===== config.mk =====
export PLATFORM = sky130hd
export DESIGN_NAME = vga_fb_arbiter
export DESIGN_NICKNAME = d
export VERILOG_FILES = /design/src/rtl/vga_fb_arbiter.sv
export SDC_FILE = /design/constraint.sdc
export NUM_CORES = 1
export LEC_CHECK = 0
export CORE_MARGIN = 2
export CORE_UTILIZATION = 59
export CTS_CLUSTER_SIZE = 12
export DETAILED_ROUTE_END_ITERATION = 10
export GPL_ROUTABILITY_DRIVEN = 0
export PLACE_DENSITY = 0.89
export SYNTH_ARGS = -nofsm -noshare
export SYNTH_HDL_FRONTEND = slang
export SYNTH_SLANG_ARGS = --single-unit

===== constraint.sdc =====
create_clock -name clk -period 7.5 [get_ports clk]
set_clock_uncertainty 0.2 [all_clocks]
set_input_delay 1.5 -clock clk [delete_from_list [all_inputs] [get_ports clk]]
set_output_delay 1.5 -clock clk [all_outputs]
set_load 0.02 [all_outputs]

===== src/rtl/vga_fb_arbiter.sv =====
// ---------------------------------------------------------------------------
// vga_fb_arbiter
//
// Shares one single-port framebuffer RAM between the VGA scanout path and a
// CPU-side requester. Display pixels (RGB332) are prefetched into a small
// show-ahead FIFO so the pixel-timing logic always has the next pixel at the
// head. CPU reads and writes use a req/ack handshake and are slotted into
// memory cycles the display does not urgently need.
//
// Ports
//   clk, reset         system clock, synchronous active-high reset
//   frame_start        pulse: restart scanout at address 0, flush FIFO
//   pix_rd             display pops the FIFO head this cycle
//   pix_data/pix_valid FIFO head and non-empty flag
//   underrun           sticky flag: pix_rd seen while the FIFO was empty
//   underrun_cnt       saturating underrun event count (optional)
//   cpu_req/cpu_we/cpu_addr/cpu_wdata   CPU request, held until cpu_ack
//   cpu_ack/cpu_rdata  one-cycle completion pulse and read data
//   mem_en/mem_we/mem_addr/mem_wdata    RAM command (registered)
//   mem_rdata          RAM read data, valid the cycle after a read issue
//
// Optional build macro: VGA_FB_UNDERRUN_CNT_EN adds the underrun_cnt output.
//
// Memory access pipeline: an access decided at a clock edge is on the RAM
// port during cycle N, its data returns in N+1 and a display pixel is written
// into the FIFO at the end of N+1 (visible in N+2).
// ---------------------------------------------------------------------------
module vga_fb_arbiter #(
    parameter int ADDR_W     = 17,
    parameter int FB_PIXELS  = 76800,
    parameter int FIFO_DEPTH = 8,
    parameter int LOW_WM     = 2
) (
    input  logic              clk,
    input  logic              reset,
    input  logic              frame_start,
    input  logic              pix_rd,
    output logic [7:0]        pix_data,
    output logic              pix_valid,
    output logic              underrun,
`ifdef VGA_FB_UNDERRUN_CNT_EN
    output logic [15:0]       underrun_cnt,
`endif
    input  logic              cpu_req,
    input  logic              cpu_we,
    input  logic [ADDR_W-1:0] cpu_addr,
    input  logic [7:0]        cpu_wdata,
    output logic              cpu_ack,
    output logic [7:0]        cpu_rdata,
    output logic              mem_en,
    output logic              mem_we,
    output logic [ADDR_W-1:0] mem_addr,
    output logic [7:0]        mem_wdata,
    input  logic [7:0]        mem_rdata
);

    localparam int PTR_W = $clog2(FIFO_DEPTH);
    localparam int CNT_W = PTR_W + 1;
    // Occupancy can briefly count FIFO entries plus two reads in flight.
    localparam int OCC_W = PTR_W + 2;

    localparam logic [OCC_W-1:0]  LOW_WM_OCC = OCC_W'(LOW_WM);
    localparam logic [OCC_W-1:0]  DEPTH_OCC  = OCC_W'(FIFO_DEPTH);
    localparam logic [ADDR_W-1:0] LAST_ADDR  = ADDR_W'(FB_PIXELS - 1);

    typedef enum logic [1:0] {
        CPU_IDLE,
        CPU_ISSUE,
        CPU_WAIT,
        CPU_ACK
    } cpu_state_t;

    cpu_state_t cpu_state_reg;
    logic       cpu_we_reg;

    // Display fetch pipeline: iss = display read on the RAM port this cycle,
    // ret = display read whose data is on mem_rdata this cycle. Clearing
    // these on frame_start is what marks in-flight reads as stale.
    logic              iss_disp_reg;
    logic              ret_disp_reg;
    logic [ADDR_W-1:0] fetch_addr_reg;

    // Pixel FIFO
    logic [7:0]       fifo_mem [FIFO_DEPTH];
    logic [PTR_W-1:0] rd_ptr_reg;
    logic [PTR_W-1:0] wr_ptr_reg;
    logic [CNT_W-1:0] count_reg;

    // ---------------------------------------------------------------------
    // Arbitration. frame_start acts in the same cycle, so the decision is
    // made against the post-flush view: empty FIFO, nothing in flight and
    // fetch address 0.
    // ---------------------------------------------------------------------
    logic [CNT_W-1:0]  eff_count;
    logic              eff_iss;
    logic              eff_ret;
    logic [ADDR_W-1:0] eff_addr;
    logic [OCC_W-1:0]  occ;
    logic              below_low;
    logic              has_room;
    logic              cpu_avail;
    logic              disp_grant;
    logic              cpu_grant;
    logic [ADDR_W-1:0] addr_next;

    assign eff_count = frame_start ? '0 : count_reg;
    assign eff_iss   = iss_disp_reg & ~frame_start;
    assign eff_ret   = ret_disp_reg & ~frame_start;
    assign eff_addr  = frame_start ? '0 : fetch_addr_reg;

    assign occ = OCC_W'(eff_count) + OCC_W'(eff_iss) + OCC_W'(eff_ret);

    assign below_low  = (occ < LOW_WM_OCC);
    assign has_room   = (occ < DEPTH_OCC);
    assign cpu_avail  = cpu_req && (cpu_state_reg == CPU_IDLE);
    assign disp_grant = below_low | (has_room & ~cpu_avail);
    assign cpu_grant  = cpu_avail & ~below_low;

    assign addr_next = (eff_addr == LAST_ADDR) ? '0 : eff_addr + ADDR_W'(1);

    // ---------------------------------------------------------------------
    // RAM command registers and display fetch pipeline
    // ---------------------------------------------------------------------
    always_ff @(posedge clk) begin
        if (reset) begin
            mem_en         <= 1'b0;
            mem_we         <= 1'b0;
            mem_addr       <= '0;
            mem_wdata      <= '0;
            fetch_addr_reg <= '0;
            iss_disp_reg   <= 1'b0;
            ret_disp_reg   <= 1'b0;
        end else begin
            mem_en <= disp_grant | cpu_grant;
            mem_we <= cpu_grant & cpu_we;
            if (cpu_grant) begin
                mem_addr  <= cpu_addr;
                mem_wdata <= cpu_wdata;
            end else if (disp_grant) begin
                mem_addr <= eff_addr;
            end
            fetch_addr_reg <= disp_grant ? addr_next : eff_addr;
            iss_disp_reg   <= disp_grant;
            ret_disp_reg   <= eff_iss;
        end
    end

    // ---------------------------------------------------------------------
    // CPU sequencer: ISSUE is the RAM cycle, WAIT carries the returning
    // data, ACK presents the registered result. Requests are only looked at
    // in IDLE, so a request still high during ACK is picked up one cycle
    // later as a fresh transaction.
    // ---------------------------------------------------------------------
    always_ff @(posedge clk) begin
        if (reset) begin
            cpu_state_reg <= CPU_IDLE;
            cpu_we_reg    <= 1'b0;
            cpu_ack       <= 1'b0;
            cpu_rdata     <= '0;
        end else begin
            cpu_ack <= 1'b0;
            unique case (cpu_state_reg)
                CPU_IDLE: begin
                    if (cpu_grant) begin
                        cpu_state_reg <= CPU_ISSUE;
                        cpu_we_reg    <= cpu_we;
                    end
                end
                CPU_ISSUE: cpu_state_reg <= CPU_WAIT;
                CPU_WAIT: begin
                    cpu_state_reg <= CPU_ACK;
                    cpu_ack       <= 1'b1;
                    // Write acks leave the last read value untouched.
                    if (!cpu_we_reg) begin
                        cpu_rdata <= mem_rdata;
                    end
                end
                CPU_ACK:  cpu_state_reg <= CPU_IDLE;
                default:  cpu_state_reg <= CPU_IDLE;
            endcase
        end
    end

    // ---------------------------------------------------------------------
    // Pixel FIFO. The head is kept in a register (pix_data) so the display
    // sees a registered output; it is reloaded from the next stored entry
    // on a pop, or directly from mem_rdata when the incoming pixel becomes
    // the new head.
    // ---------------------------------------------------------------------
    logic             push;
    logic             pop;
    logic             empty_rd;
    logic [CNT_W-1:0] count_next;
    logic [PTR_W-1:0] rd_ptr_inc;

    assign push       = eff_ret;
    assign pop        = pix_rd & ~frame_start & (count_reg != '0);
    assign empty_rd   = pix_rd & ~frame_start & (count_reg == '0);
    assign count_next = count_reg + CNT_W'(push) - CNT_W'(pop);
    assign rd_ptr_inc = rd_ptr_reg + PTR_W'(1);

    always_ff @(posedge clk) begin
        if (push) begin
            fifo_mem[wr_ptr_reg] <= mem_rdata;
        end
    end

    always_ff @(posedge clk) begin
        if (reset || frame_start) begin
            rd_ptr_reg <= '0;
            wr_ptr_reg <= '0;
            count_reg  <= '0;
            pix_valid  <= 1'b0;
            pix_data   <= '0;
            underrun   <= 1'b0;
        end else begin
            if (push) begin
                wr_ptr_reg <= wr_ptr_reg + PTR_W'(1);
            end
            if (pop) begin
                rd_ptr_reg <= rd_ptr_inc;
            end
            count_reg <= count_next;
            pix_valid <= (count_next != '0);
            if (empty_rd) begin
                underrun <= 1'b1;
            end
            if (pop) begin
                if (count_reg > CNT_W'(1)) begin
                    pix_data <= fifo_mem[rd_ptr_inc];
                end else if (push) begin
                    pix_data <= mem_rdata;
                end
            end else if (push && (count_reg == '0)) begin
                pix_data <= mem_rdata;
            end
        end
    end

`ifdef VGA_FB_UNDERRUN_CNT_EN
    // Event counter survives frame_start; only reset clears it.
    always_ff @(posedge clk) begin
        if (reset) begin
            underrun_cnt <= '0;
        end else if (empty_rd && (underrun_cnt != 16'hFFFF)) begin
            underrun_cnt <= underrun_cnt + 16'd1;
        end
    end
`endif

endmodule


# Word level (Yosys, flattened, before mapping)
# Memory sizes are Yosys's and may differ from the RTL's.
# Cells that the tools add are included.
# totals
output_inout_bits	46
mem_bits_rw	64
memories	1
ff_bits	78
inputBits	39
wordCells	75
# op_classes
n_bitwise	14
eq_ne	6
addsub	7
reduce_logical	12
order_cmp	3
n_mux	15
# mem_list
memory	words	word_bits	read_ports	rd_clocked_by_memory_dff	wr	line_no	rtl
fifo_mem	8	8	1	0	1	84	logic [7:0] fifo_mem [FIFO_DEPTH];
# op_table
operator	count
$mux 17	5
$mux 8	4
$add 17x1->17 const B	1
$eq 17x17->1 const B	1
$and 1x1->1	8
$pmux 2 s4	1
$reduce_bool 4->1	2
$add 3x1->3 const B	2
$reduce_and 2->1	3
$add 4x1->5	1
$add 5x1->5	1
$lt 5x2->1 const B	1
$lt 5x4->1 const B	1
$add 4x1->4	1
$eq 2x2->1 const B	2
$gt 4x1->1 const B	1
$logic_not 4->1	1
$mux 4	1
$not 1->1	4
$reduce_bool 2->1	2
$sub 4x1->4	1
$mux 1	3
$ne 3x2->1 const B	1
$eq 2x1->1 const B	1
6 further kinds	8

# Longest topological paths before layout
# Gate-level depths: netlist of the first run.
# depth
ltp_word	9
depth_mapped	13
ltp_nobuf	10

# Worst setup path after synthesis of the first run
# Ideal clock, no wire load.
# synth_timing
path_type	input to register
startpoint	input port frame_start
endpoint	register fetch_addr_reg[14]
required_time_ps	7230
setup_ps	70
t_arrival_ps	3933
cell_stages	12
setup_slack_ps	3297
path_buffers	3
path_cell_list	clkbuf_2 buf_2 nor2b_1 ha_1 a31o_2 ha_1 nor4bb_1 a211o_1 nand4_1 buf_2 a211o_1 a21oi_1
# synth_between
elab_chain_len	8
elab_cells_between_ends	15
classes_between	3 x add/sub; 2 x order compare; 1 x eq/ne; 4 x mux; 5 x bitwise
# synth_lines
element	line_no	rtl
start: declaration	36	input logic frame_start,
$not 1->1	107, 108	
$and 1x1->1	107	assign eff_iss = iss_disp_reg & ~frame_start;
$add 4x1->5	111	assign occ = OCC_W'(eff_count) + OCC_W'(eff_iss) + OCC_W'(eff_ret);
$add 5x1->5	111	
$lt 5x4->1	114	assign has_room = (occ < DEPTH_OCC);
$and 1x1->1	116	assign disp_grant = below_low | (has_room & ~cpu_avail);
$or 1x1->1	116	
$mux 17 (*)	142	fetch_addr_reg <= disp_grant ? addr_next : eff_addr;
end signal: assignment	142	
end: declaration	81	logic [ADDR_W-1:0] fetch_addr_reg;
# Mark *: on every way between the ends. The rest lies on a longest branch, timed or not.
# A chain may end at the register's enable or synchronous reset.

# Worst setup path in the final report of the first run
# layout_timing
startpoint	input port frame_start
endpoint	register fetch_addr_reg[15]
# layout_between
elab_cells_between_ends	15
classes_between	3 x add/sub; 2 x order compare; 1 x eq/ne; 4 x mux; 5 x bitwise
# layout_lines
element	line_no	rtl
$not 1->1 (*)	108	assign eff_ret = ret_disp_reg & ~frame_start;
$and 1x1->1 (*)	108	
net eff_ret	96	logic eff_ret;
$add 5x1->5 (*)	111	
$lt 5x4->1	114	
$and 1x1->1	116	
$or 1x1->1 (*)	116	
$mux 17 (*)	142	
# Mark *: on every way through the listed nets, which the timed path passes. The rest lies on a longest branch.

==> flow_summary.toml, run 1 <==
[run_status]
run_status = "completed"

[drt]
drtIter0Drc = 438
drcViolationCount = 0
antenna_violating_nets_post_route = 0
vias_per_cell = 6.081
totalWireLength_mm = 14.15
post_drt_wl_per_cell_um = 19.15
detailroute.via_count = 4494
detailedRoute.firstPassIterationCount = 6

[yosys]
synthesis.area_um2 = 6078
edff_count_synth = 64
fraction_of_registers_with_async_set_reset_pct = 0
netlist.area_leader.share_pct = 31.62
synthesis.yosys.warnings = 0
seq_area_frac_synth_pct = 57.31
syn-mean-instance-area_um2 = 12.04
synth.area.top_cells = "edfxtp_1 (32%), dfxtp_1 (26%), mux4_2 (5.9%)"
mappedNetlistNets = 558
postSynthRegisterBits = 142
synth_largest_area_cell = "edfxtp_1"
synth.lib_cells_used.distinct = 57
ys_dominant_reg_cell = "dfxtp_1"
syn_inst = 505

[floorplan]
num_rows = 37
die_x_um = 105.5
dieHeight_um = 105.5
pin_count = 85
start_util_pct = 59.68
core-area_um2 = 10180
fp.dieArea_um2 = 11130

[cells_and_area]
nNetsFinal = 643
largest_register_ff_count = 64
multi_input_area_um2 = 2422
final_core_utilization_pct = 74.43
finish.cell_count_without_fillers = 739
final-seq-area_um2 = 3483
area_growth_pct = 24.72
share_of_cells_above_drive_strength_1_pct = 11.61
total_inserted_antenna_cells = 0
fillCellCount = 629
summed_area_of_non_filler_cells_in_the_final_layout_um2 = 7581

[place]
port-buffer-count = 84
dpl-instance-area_um2 = 7003
post-dp-hpwl_mm = 9.251
number_of_placed_cells_counting_well_taps = 707
pre_cts_slack_ns = 2.123

[critical_path]
setup.worst_path.end_class = "register"
startpoint_type = "input port"
critPathArrivalTime_ns = 5.25
required_time_at_the_worst_slack_endpoint_ns = 7.68
crit_type = "in2reg"
timing.critical_path.fanout_max = 23

[cts]
cts_tree = "done"
cts_buffers = 17
clk_pin_slew_worst_paths_ns = 0.06
htree_levels = 4
cts_hold_repair.buffers = 0
cts_root_buffer = "clkbuf_8"
clock_latency_ns = 0.53
cts.sinks = 142
cts-root-to-sink-buffers = 2
post_cts_buffers = 0
ctsResizeCount = 0

[job]
drv.max_cap_violation_count = 0

[sta]
timing.hold.ws_ns = 0.2548
setup_repair_after_global_routing_missed_its_margin = "false"
fmax_mhz = 197.4
final_hold_viol_count = 0
setup_total_negative_slack_ns = 0
maxSlewViolCount = 0
tightest_slew_ns = 1.238
setup_viol_count_final = 0
setup_ws_ns = 2.433
layout_min_cycle_time_ns = 5.067
post-route-period-util_pct = 67.56
relSlewSlack_pct = 16.83

[global_routing]
grt_max_degree = 36
vias_in_the_first_global_route = 4438
globalRouteOverflowTotal = 0
initial_antenna_violation_count = 0
grt_pass1_wl_mm = 22.77
grtUsageTotal_pct = 26.83

[pwr]
power.leakage_nw = 2.680
vdd.ir_drop.worst_mv = 0.1349
power_mw = 1.702
cell_pwr_density_nw_per_um2 = 224.5

[hold_path]
worst_hold_path_type = "reg2reg"
==> synth_stat cells, drive strengths merged (3+ instances only) <==
master  number
a21oi       22
nor3         4
or2          9
inv         13
or3          8
o31ai       10
a211o        3
nand2       39
clkbuf       9
mux4        16
o21ai       17
xnor2        4
a32o         8
xor2         5
nand2b       6
nand4b       6
nand4        8
or4          4
buf         14
mux2i       35
nor2b       12
a21o         3
nor2        61
a211oi       3
nand3        8
ha          13
dfxtp       78
edfxtp      64
==> area by class of cell <==
type / instances / area share, %
flip-flops and latches: 142 / 45.95
repair buffers: 89 / 11.59
inverters: 13 / 0.6437
clock inverters: 13 / 1.650
multi-input cells: 327 / 31.95
well taps: 136 / 2.245
clock buffers: 19 / 5.975
==> cell usage in the layout, fill, tap and decap left out, drive strengths merged, types with 16 or more instances in the layout <==
cell           Yosys  layout
clkdlybuf4s50      0      84
dfxtp             78      78
edfxtp            64      64
nor2              61      61
nand2             39      39
mux2i             35      35
a21oi             22      22
clkbuf             9      19
inv               13      18
o21ai             17      17
mux4              16      16
==> report_power, final <==
part	internal [mW]	leakage [nW]	total [mW]	switching [mW]
Sequential	0.814	1.21	0.818	0.00367
Combinational	0.0352	1.21	0.0750	0.0398
Clock	0.473	0.269	0.810	0.337
Total	1.32	2.68	1.70	0.380
==> path summary, 6_finish.rpt <==
check                                  end  slack [ns]                     start  cells past startpoint
min reg2reg       mem_addr[3]$_SDFFE_PP0P_        0.25  mem_addr[3]$_SDFFE_PP0P_                      2
max          fetch_addr_reg[15]$_SDFF_PP0_        2.43               frame_start                     11
min               mem_addr[3]$_SDFFE_PP0P_        0.25  mem_addr[3]$_SDFFE_PP0P_                      2
max reg2reg  fetch_addr_reg[15]$_SDFF_PP0_        3.58   ret_disp_reg$_SDFF_PP0_                      9
==> metal layers <==
| layer | part of all wire [%] | track usage (%) |
|---|---|---|
| met5 | 0 | 0 |
| met4 | 2.2 | 9.680 |
| met3 | 9.2 | 8.101 |
| met2 | 49 | 45.12 |
| met1 | 40 | 32.85 |
==> logic make-up (layout without fill, tap and decap cells) <==
family,after synthesis,count (layout),synth area share [%]
xor gates and xnor gates,9,9,1.297
buffers and inverters,36,134,2.841
adders and majority gates,14,14,3.005
AOI/OAI and AO/OA,77,77,8.811
DFF,142,142,57.31
muxes,51,51,11.69
and+or+nand+nor,176,176,15.05
==> worst max-delay path, stage by stage <==
cell and delay (ns):
clkdlybuf4s50_1 0.41, buf_4 0.22, nor2b_1 0.33, ha_1 0.32, a31o_2 0.26, ha_1 0.32, nor4bb_1 0.28, a211o_1 0.23
nand4_1 0.53, o21ai_0 0.73, a21oi_1 0.10
No activity file was read; power rests on OpenSTA's default activity.
==> run 2: changes to the inputs <==
--- a/config.mk
+++ b/config.mk
@@ -6,11 +6,11 @@
 export NUM_CORES = 1
 export LEC_CHECK = 0
 export CORE_MARGIN = 2
-export CORE_UTILIZATION = 59
+export CORE_UTILIZATION = 54
 export CTS_CLUSTER_SIZE = 12
 export DETAILED_ROUTE_END_ITERATION = 10
 export GPL_ROUTABILITY_DRIVEN = 0
-export PLACE_DENSITY = 0.89
+export PLACE_DENSITY = 0.83
 export SYNTH_ARGS = -nofsm -noshare
 export SYNTH_HDL_FRONTEND = slang
 export SYNTH_SLANG_ARGS = --single-unit
==> constraint.sdc (replaced) <==
create_clock -name clk -period 5.26 [get_ports clk]
set_clock_uncertainty 0.2 [all_clocks]
set_input_delay 1.052 -clock clk [delete_from_list [all_inputs] [get_ports clk]]
set_output_delay 1.052 -clock clk [all_outputs]
set_load 0.02 [all_outputs]
==> flow_summary.toml, run 2 (same netlist as run 1, synthesis figures left out) <==
[run_status]
run_status = "completed"

[global_routing]
initial_antenna_violation_count = 0
grt_max_degree = 36
grt_pass1_wl_mm = 21.98
grtUsageTotal_pct = 24.07
globalRouteOverflowTotal = 0
vias_in_the_first_global_route = 4353

[drt]
drtIter0Drc = 394
totalWireLength_mm = 13.41
detailroute.via_count = 4303
vias_per_cell = 5.799
post_drt_wl_per_cell_um = 18.07
detailedRoute.firstPassIterationCount = 5
antenna_violating_nets_post_route = 0
drcViolationCount = 0

[cts]
cts-root-to-sink-buffers = 2
clk_pin_slew_worst_paths_ns = 0.06
cts_tree = "done"
htree_levels = 4
cts_buffers = 17
post_cts_buffers = 0
cts_root_buffer = "clkbuf_8"
ctsResizeCount = 0
cts_hold_repair.buffers = 0
clock_latency_ns = 0.52
cts.sinks = 142

[sta]
relSlewSlack_pct = 15.76
setup_ws_ns = 0.7660
setup_repair_after_global_routing_missed_its_margin = "false"
maxSlewViolCount = 0
layout_min_cycle_time_ns = 4.494
tightest_slew_ns = 1.254
setup_total_negative_slack_ns = 0
final_hold_viol_count = 0
setup_viol_count_final = 0
fmax_mhz = 222.5
post-route-period-util_pct = 85.44

[critical_path]
regToRegSetupSlack_ns = 1.38
critical_path_s_largest_stage_delay_ns = 0.68
reg2regPathDepth = 9
crit_type = "in2reg"
timing.rr.start = "ret_disp_reg$_SDFF_PP0_"
critPathMostFrequentCell = "ha_1"
critPathArrivalTime_ns = 4.66
worstReg2RegEnd = "fetch_addr_reg[5]$_SDFF_PP0_"
critical_path.cell_chain = "clkdlybuf4s50_1 -> buf_4 -> nor2b_1 -> ha_1 -> a31o_2 -> ha_1 -> nor4bb_1 -> a211o_1 -> nand4_1 -> o21ai_0 -> a21oi_1"
setup.worst_path.end_class = "register"
crit_path_top_delay_cell = "o21ai_0"
required_time_at_the_worst_slack_endpoint_ns = 5.43
startpoint_type = "input port"
timing.critical_path.fanout_max = 22

[floorplan]
pin_count = 85
start_util_pct = 55.83
die_x_um = 110.1
fp.dieArea_um2 = 12120
core-area_um2 = 10890
dieHeight_um = 110.1
num_rows = 38

[place]
pre_cts_slack_ns = 0.4216
port-buffer-count = 84
post-dp-hpwl_mm = 9.049

[cells_and_area]
layout_commonest_cell = "clkdlybuf4s50_1"
area_growth_pct = 23.61
most-common-layout-cells = "clkdlybuf4s50_1 (84), dfxtp_1 (78), edfxtp_1 (64), nor2_1 (61), nand2_1 (39)"
largest_register_ff_count = 64
share_of_cells_above_drive_strength_1_pct = 10.63
nNetsFinal = 642
total_inserted_antenna_cells = 0

[job]
drv.max_cap_violation_count = 0

[hold_path]
worst_hold_path_type = "reg2reg"
beginning_of_the_worst_hold_path = "mem_addr[3]$_SDFFE_PP0P_"
min_delay_worst_endpoint = "mem_addr[3]$_SDFFE_PP0P_"
whs_path_depth = 2

[pwr]
cell_pwr_density_nw_per_um2 = 303.5
vdd.ir_drop.worst_mv = 0.1931
power.leakage_nw = 2.648
## run 2: changes by cell type in the layout (fill, tap and decap cells not counted), moves of 2 or more
cell	previous run	this run
clkinv_1	0	2
clkbuf_1	0	3
inv_6	5	1
buf_4	5	3
clkinv_2	1	4
## run 2: how the worst max path moves through the flow
stage	endpoint	depth (start not counted)	startpoint	slack, ns
after floorplan	fetch_addr_reg[14]$_SDFF_PP0_	12	frame_start	1.51
after global placement	fetch_addr_reg[15]$_SDFF_PP0_	11	frame_start	0.59
after detailed placement	fetch_addr_reg[15]$_SDFF_PP0_	11	frame_start	0.42
after CTS	fetch_addr_reg[5]$_SDFF_PP0_	11	frame_start	0.90
after global routing	fetch_addr_reg[9]$_SDFF_PP0_	11	frame_start	0.53
final	fetch_addr_reg[5]$_SDFF_PP0_	11	frame_start	0.77
## run 2: layer usage
layer	track usage, %	routed length [µm]	vias to the layer above
li1	-	-	2031
met1	30.11	5497	2067
met2	39.13	6610	186
met3	7.584	1049	19
met4	9.375	248	0
met5	0	0	-
## run 2: through the flow
| stage | cell area (µm²) | hold WS [ns] | cells | util (%) | power, mW |
|---|---|---|---|---|---|
| 2_1_floorplan | 6078 | 0.2394 | 505 | - | 1.236 |
| 3_3_place_gp | 7013 | 0.2334 | 710 | 64.41 | 1.289 |
| 3_5_place_dp | 7013 | 0.2420 | 710 | 64.41 | 1.294 |
| 4_1_cts | 7513 | 0.2618 | 742 | 69.01 | 2.298 |
| 5_1_grt | 7513 | 0.2940 | 742 | 69.01 | 2.359 |
| 6_report | 7513 | 0.2564 | 742 | 69.01 | 2.281 |
## run 2: critical path: cells and delay by family
family                   cells  cell delay, ns
AO/OA/AOI/OAI                4            1.29
adder cells (fa/ha/maj)      2            0.60
buffers and inverters        2            0.76
AND/OR/NAND/NOR              3            0.95
## run 2: report_power, final
group	leakage (nW)	switching, mW	internal, mW
clock	0.236	0.436	0.573
sequential	1.21	0.00505	1.16
combinational	1.21	0.0556	0.0502
## run 2: final cells by class
cell class	instances	area, µm²
clock buffer	20	425.4
tap	140	175.2
clock inverter	12	75.07
fill	762	3374
timing repair buffer	88	883.3
sequential	142	3483
inverter	13	48.80
multi-input combinational	327	2422
==> run 3: changes to the inputs <==
--- a/config.mk
+++ b/config.mk
@@ -10,6 +10,7 @@
 export CTS_CLUSTER_SIZE = 12
 export DETAILED_ROUTE_END_ITERATION = 10
 export GPL_ROUTABILITY_DRIVEN = 0
+export HOLD_SLACK_MARGIN = 0.1
 export PLACE_DENSITY = 0.83
 export SYNTH_ARGS = -nofsm -noshare
 export SYNTH_HDL_FRONTEND = slang
==> results of run 3 <==
No change in the layout: final DEF, timing and power equal those of run 2.
